## src/rtl/clk_div_monitor_pkg.sv

```systemverilog
// rtl/clk_div_monitor_pkg.sv - shared lane state encoding and error-counter constants
package clk_div_monitor_pkg;

    typedef enum logic [1:0] {
        ST_IDLE   = 2'd0,
        ST_ACQ    = 2'd1,
        ST_TRACK  = 2'd2,
        ST_LOCKED = 2'd3
    } lane_state_t;

    localparam logic [7:0] ERR_CNT_MAX = 8'd255;

    function automatic logic [1:0] count_events(input logic [2:0] ev);
        return 2'(ev[0]) + 2'(ev[1]) + 2'(ev[2]);
    endfunction

endpackage

```

## src/rtl/clk_div_monitor_if.sv

```systemverilog
// rtl/clk_div_monitor_if.sv - control, clocks-under-test and status bundle for the monitor
interface clk_div_monitor_if;
    logic       enable;
    logic [2:0] clks;
    logic       clear_err;
    logic [2:0] locked;
    logic [2:0] error;
    logic [7:0] err_count;

    modport master (output enable, clks, clear_err, input locked, error, err_count);
    modport slave  (input enable, clks, clear_err, output locked, error, err_count);
endinterface

```

## src/rtl/clk_lane_check.sv

```systemverilog
// rtl/clk_lane_check.sv - single-lane run-length checker with acquire/track/lock FSM
module clk_lane_check
    import clk_div_monitor_pkg::*;
#(
    parameter int H         = 1,
    parameter int LOCK_RUNS = 4,
    parameter int CW        = 8
) (
    input  logic clk,
    input  logic reset_L,
    input  logic enable,
    input  logic clk_in,
    output logic locked,
    output logic err_event
);
    localparam int GW = $clog2(LOCK_RUNS + 1);
    localparam logic [CW-1:0] RUN_H     = CW'(H);
    localparam logic [CW-1:0] RUN_STUCK = CW'(H + 1);
    localparam logic [CW-1:0] RUN_MAX   = '1;
    localparam logic [GW-1:0] GOOD_LOCK = GW'(LOCK_RUNS);

    logic          samp, samp_prev;
    logic [CW-1:0] run;
    logic [GW-1:0] good, good_nxt;
    lane_state_t   state, state_nxt;
    logic          trans, run_ok, run_bad;

    assign trans   = samp ^ samp_prev;
    assign run_ok  = trans && (run == RUN_H);
    // a missing edge counts as bad as soon as the run overshoots by one cycle
    assign run_bad = trans ? (run != RUN_H) : (run == RUN_STUCK);

    always_ff @(posedge clk or negedge reset_L) begin
        if (!reset_L) begin
            samp      <= 1'b0;
            samp_prev <= 1'b0;
            run       <= '0;
            state     <= ST_IDLE;
            good      <= '0;
        end else begin
            samp      <= clk_in;
            samp_prev <= samp;
            if (trans)
                run <= CW'(1);
            else if (run != RUN_MAX)
                run <= run + CW'(1);
            state     <= state_nxt;
            good      <= good_nxt;
        end
    end

    always_comb begin
        state_nxt = state;
        good_nxt  = good;
        err_event = 1'b0;
        if (!enable) begin
            state_nxt = ST_IDLE;
        end else begin
            case (state)
                ST_IDLE:   state_nxt = ST_ACQ;
                ST_ACQ: begin
                    if (trans) begin
                        state_nxt = ST_TRACK;
                        good_nxt  = '0;
                    end
                end
                ST_TRACK: begin
                    if (run_ok) begin
                        good_nxt = good + GW'(1);
                        if (good + GW'(1) == GOOD_LOCK)
                            state_nxt = ST_LOCKED;
                    end else if (run_bad) begin
                        good_nxt = '0;
                    end
                end
                ST_LOCKED: begin
                    if (run_bad) begin
                        err_event = 1'b1;
                        state_nxt = ST_ACQ;
                    end
                end
            endcase
        end
    end

    assign locked = (state == ST_LOCKED);

endmodule

```

## src/rtl/clk_div_monitor.sv

```systemverilog
// rtl/clk_div_monitor.sv - three-lane divided-clock checker with sticky flags and saturating error count
module clk_div_monitor
    import clk_div_monitor_pkg::*;
#(
    parameter int DIV0      = 2,
    parameter int DIV1      = 4,
    parameter int DIV2      = 8,
    parameter int LOCK_RUNS = 4,
    parameter int CW        = 8
) (
    input  logic              clk,
    input  logic              reset_L,
    clk_div_monitor_if.slave  mon
);
    logic [2:0] lane_locked;
    logic [2:0] ev;
    logic [2:0] error_q;
    logic [7:0] count_q;
    logic [1:0] n_ev;
    logic [8:0] sum;

    clk_lane_check #(.H(DIV0 / 2), .LOCK_RUNS(LOCK_RUNS), .CW(CW)) u_lane0 (
        .clk(clk), .reset_L(reset_L), .enable(mon.enable), .clk_in(mon.clks[0]),
        .locked(lane_locked[0]), .err_event(ev[0]));
    clk_lane_check #(.H(DIV1 / 2), .LOCK_RUNS(LOCK_RUNS), .CW(CW)) u_lane1 (
        .clk(clk), .reset_L(reset_L), .enable(mon.enable), .clk_in(mon.clks[1]),
        .locked(lane_locked[1]), .err_event(ev[1]));
    clk_lane_check #(.H(DIV2 / 2), .LOCK_RUNS(LOCK_RUNS), .CW(CW)) u_lane2 (
        .clk(clk), .reset_L(reset_L), .enable(mon.enable), .clk_in(mon.clks[2]),
        .locked(lane_locked[2]), .err_event(ev[2]));

    assign n_ev = count_events(ev);
    assign sum  = {1'b0, count_q} + 9'(n_ev);

    // clearing still records whatever failed in the same cycle
    always_ff @(posedge clk or negedge reset_L) begin
        if (!reset_L) begin
            error_q <= '0;
            count_q <= '0;
        end else if (mon.clear_err) begin
            error_q <= ev;
            count_q <= {6'b0, n_ev};
        end else begin
            error_q <= error_q | ev;
            count_q <= sum[8] ? ERR_CNT_MAX : sum[7:0];
        end
    end

    assign mon.locked    = lane_locked;
    assign mon.error     = error_q;
    assign mon.err_count = count_q;

endmodule

```

## src/flat_wrapper.sv

```systemverilog
// flat-port wrapper written by rule: the top's interface ports become plain ports
module clk_div_monitor_flat import clk_div_monitor_pkg::*;
#(
    parameter int DIV0      = 2,
    parameter int DIV1      = 4,
    parameter int DIV2      = 8,
    parameter int LOCK_RUNS = 4,
    parameter int CW        = 8
)
  (clk, reset_L, mon_enable, mon_clks, mon_clear_err, mon_locked, mon_error, mon_err_count);
  clk_div_monitor_if mon_i ();
  input  logic clk;
  input  logic reset_L;
  input wire logic [$bits(mon_i.enable)-1:0] mon_enable;
  input wire logic [$bits(mon_i.clks)-1:0] mon_clks;
  input wire logic [$bits(mon_i.clear_err)-1:0] mon_clear_err;
  output wire logic [$bits(mon_i.locked)-1:0] mon_locked;
  output wire logic [$bits(mon_i.error)-1:0] mon_error;
  output wire logic [$bits(mon_i.err_count)-1:0] mon_err_count;
  assign mon_i.enable = mon_enable;
  assign mon_i.clks = mon_clks;
  assign mon_i.clear_err = mon_clear_err;
  assign mon_locked = mon_i.locked;
  assign mon_error = mon_i.error;
  assign mon_err_count = mon_i.err_count;
  clk_div_monitor #(.DIV0(DIV0), .DIV1(DIV1), .DIV2(DIV2), .LOCK_RUNS(LOCK_RUNS), .CW(CW)) u_core (.clk(clk), .reset_L(reset_L), .mon(mon_i));
endmodule
```

## config.mk

```make
export PLATFORM = sky130hd
export DESIGN_NAME = clk_div_monitor_flat
export DESIGN_NICKNAME = d
export VERILOG_FILES = /design/src/rtl/clk_div_monitor_pkg.sv /design/src/rtl/clk_div_monitor_if.sv /design/src/rtl/clk_lane_check.sv /design/src/rtl/clk_div_monitor.sv /design/src/flat_wrapper.sv
export SDC_FILE = /design/constraint.sdc
export NUM_CORES = 1
export LEC_CHECK = 0
export CAP_MARGIN = 0
export CORE_UTILIZATION = 60
export CTS_CLUSTER_SIZE = 14
export DETAILED_ROUTE_END_ITERATION = 10
export PLACE_DENSITY = 0.81
export SYNTH_ARGS = -nofsm -noshare
export SYNTH_HDL_FRONTEND = slang
export SYNTH_SLANG_ARGS = --single-unit
```

## constraint.sdc

```tcl
create_clock -name clk -period 5.5 [get_ports clk]
set_input_delay 1.1 -clock clk [delete_from_list [all_inputs] [get_ports clk]]
set_output_delay 1.1 -clock clk [all_outputs]
set_load 0.1 [all_outputs]
```

; ---- Word level (Yosys, flattened, before mapping)
; Cells that the tools add are included.
[op_classes]
multipliers = 0
n_reduce_logical = 18
eq_ne = 42
bitwise_logic = 4
n_shift = 0
n_lt_le_gt_ge = 0
muxes = 51
n_div = 0
add_sub_neg = 9
[ops]
columns = cell, count
row1 = 8-bit 2-to-1 mux, 8
row2 = "3-bit inequality test, second input constant", 12
row3 = 2-bit 2-to-1 mux, 15
row4 = 3-bit 2-to-1 mux, 10
row5 = "8-bit by 1-bit adder with 8-bit output, second input constant", 3
row6 = "8-bit by 2-bit == test with 1-bit output, second input constant", 3
row7 = "8-bit inequality test, second input constant", 3
row8 = 2-bit one-hot mux with 4 select lines, 3
row9 = 4-bit AND reduction, 6
row10 = 3-bit one-hot mux with 2 select lines, 3
row11 = "8-bit by 3-bit == test with 1-bit output, second input constant", 2
row12 = "2-bit == test, second input constant", 6
row13 = 1-bit 2-to-1 mux, 12
row14 = 2-bit nonzero test, 6
row15 = "3-bit by 1-bit adder with 3-bit output, second input constant", 3
row16 = 8-bit by 2-bit adder with 9-bit output, 1
row17 = "3-bit == test, second input constant", 3
row18 = "3-bit by 2-bit inequality test with 1-bit output, second input constant", 3
row19 = "8-bit by 1-bit == test with 1-bit output, second input constant", 1
row20 = "8-bit by 1-bit inequality test with 1-bit output, second input constant", 1
row21 = "8-bit by 2-bit inequality test with 1-bit output, second input constant", 1
row22 = "8-bit by 3-bit inequality test with 1-bit output, second input constant", 1
row23 = "2-bit by 1-bit == test with 1-bit output, second input constant", 3
row24 = 2-bit logical NOT, 3
row25 = other kinds (6), 12
[word_totals]
ram_bits = 0
mem_count = 0
output_inout_bits = 14
latch_bits = 0
mem_bits_ro = 0
reg_bits = 56

; ---- Longest topological paths before layout
; Gate-level depths: netlist of run 1.
[logic_depth]
depth_word = 10
depth_mapped = 12
ltp_nobuf = 12

; ---- Modules after synthesis
; From an unflattened synthesis of run 1, not the netlist that was laid out.
[hier_totals]
cells_unflattened = 313
hier_area_um2 = 3211.8
[modules_own_cells]
columns = module, area_per_inst_um2, n_inst, cells_per_inst
row1 = clk_lane_check (u_core.u_lane2), 900.9, 1, 90
row2 = clk_lane_check (u_core.u_lane0), 883.3, 1, 87
row3 = clk_lane_check (u_core.u_lane1), 862.1, 1, 85
row4 = clk_div_monitor, 565.5, 1, 51

; ---- Worst setup path before layout of run 1
; No wires, ideal clock.
[synth_path]
kind = input to register
startpoint = in mon_enable
endpoint = reg u_core.count_q[6] (netlist: u_core.mon.err_count[6])
path_buffers = 2
cell_stages = 11
slack_ns = 1.966
arrival_time_ns = 3.447
path_cell_list = clkbuf_1 clkbuf_1 nand2_1 nor2_1 fa_1 ha_1 fa_1 and3_1 nand3_1 nor3b_1 nor3_1
[synth_via]
elab_chain_cells = 6
[synth_rtl]
columns = item, line_no
row1 = "start, declared", flat_wrapper.sv:14  ; input wire logic [$bits(mon_i.enable)-1:0] mon_enable;
row2 = 1-bit 2-to-1 mux, clk_lane_check.sv:56  ; if (!enable) begin
row3 = 1-bit by 1-bit adder with 2-bit output, clk_div_monitor_pkg.sv:14  ; return 2'(ev[0]) + 2'(ev[1]) + 2'(ev[2]);
row4 = 2-bit by 1-bit adder with 2-bit output (*), clk_div_monitor_pkg.sv:14
row5 = 8-bit by 2-bit adder with 9-bit output (*), clk_div_monitor.sv:33  ; assign sum = {1'b0, count_q} + 9'(n_ev);
row6 = 8-bit 2-to-1 mux (*), clk_div_monitor.sv:45  ; count_q <= sum[8] ? ERR_CNT_MAX : sum[7:0];
row7 = 8-bit 2-to-1 mux (*), clk_div_monitor.sv:40  ; end else if (mon.clear_err) begin
row8 = "end signal, assigned", clk_div_monitor.sv:42  ; count_q <= {6'b0, n_ev};
row9 = "end signal, assigned", clk_div_monitor.sv:45
row10 = "end, declared", clk_div_monitor.sv:18  ; logic [7:0] count_q;
; Every way passes the cells marked *; elsewhere a longest branch is shown, timed or not.
; A chain may end at the register's enable or synchronous reset.

; ---- Worst setup path in the final report of run 1
[layout_path]
startpoint = in mon_enable
endpoint = reg u_core.count_q[7] (netlist: u_core.mon.err_count[7])
; Same word-level chain as after synthesis.

==> results of run 1 <==
cell usage after synthesis (4+ instances only):
master | count | area share [%]
nor2_1 | 22 | 2.5
nor3b_1 | 4 | 0.92
nand3_1 | 21 | 3.2
buf_4 | 4 | 0.92
clkbuf_1 | 5 | 0.58
inv_1 | 19 | 2.2
o211ai_1 | 4 | 0.92
o21ai_1 | 4 | 0.61
dfrtp_1 | 56 | 43
nand2b_1 | 8 | 1.5
a21oi_1 | 9 | 1.4
nand4_1 | 6 | 1.2
ha_1 | 25 | 9.6
nand2_1 | 20 | 2.3
and3_1 | 8 | 1.5
a31oi_1 | 15 | 2.9
xnor2_1 | 7 | 1.9
nor3_1 | 12 | 1.8
xor2_1 | 9 | 2.4
o21ai_0 | 21 | 3.2
a211oi_1 | 5 | 1.2
state kept, by name, summed over array words and instances, names as in the netlist:
register,count
u_core.mon.err_count,8
u_core.mon.error,3
u_core.u_lane0.good,3
u_core.u_lane0.run,8
u_core.u_lane0.samp,1
u_core.u_lane0.samp_prev,1
u_core.u_lane0.state,2
u_core.u_lane1.good,3
u_core.u_lane1.run,8
u_core.u_lane1.samp,1
u_core.u_lane1.samp_prev,1
u_core.u_lane1.state,2
u_core.u_lane2.good,3
u_core.u_lane2.run,8
u_core.u_lane2.samp,1
u_core.u_lane2.samp_prev,1
u_core.u_lane2.state,2
layer usage:
metal  GRT usage (%)  vias to the layer above  routed length (µm)
met2            36.4                       46                2730
met3            4.89                        7                 184
met4            7.61                        0                  98
met1            26.9                     1194                2790
met5               0                        -                   0
li1                -                     1239                   -
layout make-up:
cell class	count	area [µm²]	area share, %
clock buffer	7	96.3	2.66
clock inverter	1	30.0	0.828
inverter	19	71.3	1.97
multi-input combinational	245	1740	47.9
sequential	56	1400	38.6
tap	70	87.6	2.41
timing repair buffer	21	203	5.59
cell families (layout without fill, tap and decap cells):
kind of cell	Yosys count	count (layout)
flip-flops	56	56
multiplexers	2	2
AND/OR/NAND/NOR	122	122
buffers and inverters	28	48
XOR/XNOR	18	18
AO/OA/AOI/OAI	76	76
adder cells (fa/ha/maj)	27	27
final timing paths:
check	from	to	slack, ns
min in group asynchronous	reset_L	u_core.mon.err_count[6]	0.90
hold reg to reg	u_core.u_lane2.samp	u_core.u_lane2.samp_prev	0.44
max in group asynchronous	reset_L	u_core.u_lane1.run[5]	4.14
hold / removal	u_core.u_lane2.samp	u_core.u_lane2.samp_prev	0.44
setup / recovery	mon_enable	u_core.mon.err_count[7]	1.74
setup reg to reg	u_core.u_lane2.samp_prev	u_core.mon.err_count[7]	2.10
per-stage QoR:
stage               utilization [%]  power (µW)  cells
global route                   70.2        1270    419
finish                         70.2        1200    419
detailed placement             67.7         909    411
floorplan                         -         822    329
CTS                            70.2        1210    419
global placement               67.7         897    411
cell usage in the layout (no fill, tap or decap), drive strengths merged, types with 5 or more instances in the layout:
master / n
a211oi: 5
a21oi: 9
a31oi: 15
and3: 8
clkbuf: 7
clkdlybuf4s50: 19
dfrtp: 56
ha: 25
inv: 19
nand2: 20
nand2b: 8
nand3: 21
nand4: 7
nor2: 22
nor3: 12
o211ai: 5
o21ai: 25
xnor2: 7
xor2: 11
where the power goes:
group / total [µW] / internal [µW] / switching, µW / leakage, µW
logic: 394 / 141 / 253 / 0.000790
clock network: 293 / 161 / 132 / 0.0000645
registers: 512 / 457 / 54.6 / 0.000744
worst max-delay path, delay by kind of cell:
family | cells | cell delay (ns)
fa+ha+maj | 3 | 1.11
buf+inv | 1 | 0.91
simple gates | 5 | 0.82
==> impl_metrics.ini, run 1 <==
[die]
placementRows = 26
io_pins = 21
core_area_um2 = 5170
dieArea_um2 = 5730
die_y_um = 75.7
chipWidth_um = 75.7
start_util_pct = 63.0

[setup_path]
arrival_ns = 3.94
worst-setup-path-type = input pin to register
start_kind = input pin
slowest_delay_ns = 0.91
worst-path-max-fanout = 21
end_kind = register
r2r_cells = 10
crit_slowest_cell = clkdlybuf4s50_1
crit_chain = clkdlybuf4s50_1 -> nand2_1 -> nor2_1 -> fa_1 -> ha_1 -> fa_1 -> and3_1 -> nor3b_1 -> nor3_1
required_ns = 5.68
cpMostUsedCell = fa_1

[layout]
nFillCells = 400
diodes = 0
final_area_um2 = 3630
syn2layout_area_growth_pct = 11.3
drive_gt1_share_pct = 5.73
nets = 382

[sta]
finalSetupTns_ns = 0
hold_violations = 0
tightest_slew_ns = 0.969
timing.hold.ws_ns = 0.437
min_period_over_period_pct = 68.3
max_freq_mhz = 266
slew_violations = 0
slew_headroom_pct = 35.2
rsz0062_at_grt = false
finClkSkew_ns = 0.0105
period_minus_slack_ns = 3.76
setup_violations = 0
fin_ws_ns = 1.74

[clock_network]
htreeDepth = 2
cts.repair.resized = 0
cts_tree = yes
cts_buffer_depth = 2
postCtsHoldBufs = 0
cts_buffers = 5
postCtsSetupRepairBufs = 0
clockRootBuffer = clkbuf_8
clock_latency_ns = 0.31
cts_sinks = 56
clk_pin_slew_ns = 0.10

[grt]
grt_antenna_before_repair = 0
grt_use_total_pct = 21.4
grt_pass1_vias = 2129
grt_pass1_wl_mm = 9.27
grt_max_degree = 57
grt_overflow = 0

[power]
p_leak_uw = 0.00160
cellPowerDensity_nw_per_um2 = 330
peakVddDrop_v = 0.000194

[detailed_routing]
drtIter0Drc = 91
vias = 2486
ant_nets = 0
drc = 0
dr.pass1.iters = 4
vias_per_cell = 5.93
wl_per_cell_um = 13.8
drt-total-wl_mm = 5.80

[yosys]
avgSynthCellArea_um2 = 9.91
synth_fp_nets = 363
synth_top_family_by_area = simple AND/OR/NAND/NOR gates
yosysWarnings = 0
ys_ff_latch = 56
synthesis.instances = 329
syn-cell-area_um2 = 3260
yosysUniqueCellTypes = 47
synth_fa_ha_area_share_pct = 10.8
ys.flop_type = dfrtp_1
async_reset_ff_share_pct = 100
synthXorXnorAreaFrac_pct = 5.30
ys_seq_area_share_pct = 43.0
synth_edf_count = 0
synthMuxAreaShare_pct = 0.614
synth_compound_area_share_pct = 14.9
yosys.area_share.simple_pct = 21.7

[hold_path]
hold_path.class = register to register
whs_path_depth = 0

[placement]
placed_cell_area_um2 = 3500
place_congestion = 0.817
dp_hpwl_mm = 4.05
io_buffers = 20
pre_cts_slack_ns = 1.41

[status]
status = finished, final reports clean

[flow_run]
cap_violations = 0
Power figures use the tool's default switching activity.
==> run 2: changes to the inputs <==
Settings changed: CORE_UTILIZATION 60 to 59, PLACE_DENSITY 0.81 to 0.8.
Clock period 5.5 ns to 3.8 ns, I/O delays scaled along.
==> run 2 against run 1 <==
Against the previous run: count of clock-buffer cells in the layout decreased by 1; worst setup slack got worse by 1.1 ns; hold slack improved by 0.0046 ns; core utilization decreased by 1.1 points; sequential share of layout area increased by 0.36 points; design area decreased by 0.93%; combinational power increased by 44%; critical path depth unchanged; highest routed layer unchanged.
==> impl_metrics.ini, run 2 (synthesis results as in run 1) <==
[sta]
hold_violations = 0
max_freq_mhz = 318
finalSetupTns_ns = 0
period_minus_slack_ns = 3.15
min_period_over_period_pct = 82.8
slew_headroom_pct = 34.6
tightest_slew_ns = 0.978
rsz0062_at_grt = false
finClkSkew_ns = 0.00510
slew_violations = 0
setup_violations = 0

[grt]
grt_max_degree = 30
grt_overflow = 0
grt_pass1_vias = 2416
grt_antenna_before_repair = 0
grt_use_total_pct = 21.7
grt_pass1_wl_mm = 10.4

[layout]
drive_gt1_share_pct = 5.71
layout_common_cells = dfrtp_1, ha_1, nor2_1
syn2layout_area_growth_pct = 10.2
nFillCells = 429
diodes = 0
nets = 384
final_common_cell = dfrtp_1

[die]
die_y_um = 76.3
placementRows = 26
chipWidth_um = 76.3
dieArea_um2 = 5830
io_pins = 21
start_util_pct = 62.6
core_area_um2 = 5200

[power]
seqPwrFrac_pct = 45.8
peakVddDrop_v = 0.000286
swShare_pct = 38.5
power.total_uw = 1620
cellPowerDensity_nw_per_um2 = 449
switching_power_uw = 622
p_int_uw = 994
pwr-share-comb_pct = 35.2
pwr-share-clk_pct = 18.9
p_leak_uw = 0.00159

[clock_network]
postCtsSetupRepairBufs = 0
cts.repair.resized = 0
clock_latency_ns = 0.30
cts_buffer_depth = 2
cts_buffers = 5
clk_pin_slew_ns = 0.09
postCtsHoldBufs = 0
cts_tree = yes
cts_sinks = 56
htreeDepth = 2
clockRootBuffer = clkbuf_8

[setup_path]
worstReg2RegStart = u_core.u_lane2.samp_prev
r2r_cells = 10
rrSetupSlack_ns = 0.72
slowest_delay_ns = 0.68
worst-setup-path-type = input pin to register
end_kind = register
crit_buf_inv = 1
crit_slowest_cell = clkdlybuf4s50_1
arrival_ns = 3.32
start_kind = input pin
worst-path-max-fanout = 10
critPathTopFamily = adder cells
crit_chain = clkdlybuf4s50_1 -> nand2_1 -> nor2_1 -> fa_1 -> ha_1 -> fa_1 -> and3_1 -> nor3b_1 -> nor3_1
r2r-end = u_core.mon.err_count[7]
cpMostUsedCell = fa_1
required_ns = 3.98

[hold_path]
hold_path.class = register to register
holdCritStartpoint = u_core.u_lane2.samp
whs_path_depth = 0
holdPathEnd = u_core.u_lane2.samp_prev

[detailed_routing]
drtIter0Drc = 138
drt-total-wl_mm = 5.75
dr.pass1.iters = 4
wl_per_cell_um = 13.7
drc = 0
vias = 2477
vias_per_cell = 5.90
ant_nets = 0

[flow_run]
cap_violations = 0

[status]
status = finished, final reports clean

[placement]
place_congestion = 0.847
io_buffers = 20
dp_hpwl_mm = 4.24
## run 2: power groups by stage
stage | combinational (µW) | sequential (µW) | clock (µW)
after floorplan | 382 | 808 | 0
after global placement | 554 | 747 | 0
after detailed placement | 566 | 751 | 0
after CTS | 569 | 739 | 314
after global routing | 637 | 751 | 332
final | 569 | 740 | 306
## run 2: worst max path at each step
stage,cells past startpoint,endpoint,start,slack (ns)
detailed placement,9,u_core.mon.err_count[7],mon_enable,0.34
floorplan,11,u_core.mon.err_count[6],mon_enable,0.61
CTS,9,u_core.mon.err_count[7],mon_enable,0.66
finish,9,u_core.mon.err_count[7],mon_enable,0.65
global placement,9,u_core.mon.err_count[7],mon_enable,0.40
global route,10,u_core.mon.err_count[7],u_core.u_lane2.samp,0.46
## run 2: final cells by class
cell class | count | area [µm²] | share of cell area [%]
tap | 70 | 87.6 | 2.44
clock buffer | 6 | 72.6 | 2.02
multi-input combinational | 245 | 1740 | 48.4
clock inverter | 1 | 5.00 | 0.139
sequential | 56 | 1400 | 39.0
inverter | 19 | 71.3 | 1.98
timing repair buffer | 23 | 218 | 6.06
## run 2: metrics by stage
step	setup WS, ns	hold slack, ns	std cells	instance area (µm²)	util [%]
floorplan	0.606	0.410	329	3260	-
global placement	0.402	0.424	413	3520	67.6
detailed placement	0.343	0.429	413	3520	67.6
CTS	0.663	0.450	420	3590	69.1
global route	0.459	0.460	420	3590	69.1
finish	0.652	0.442	420	3590	69.1
## run 2: metal layers
metal,routed length [µm],global-route usage [%]
met1,2880,29.4
met5,0,0
met4,24,5.00
met3,124,3.71
met2,2720,36.3
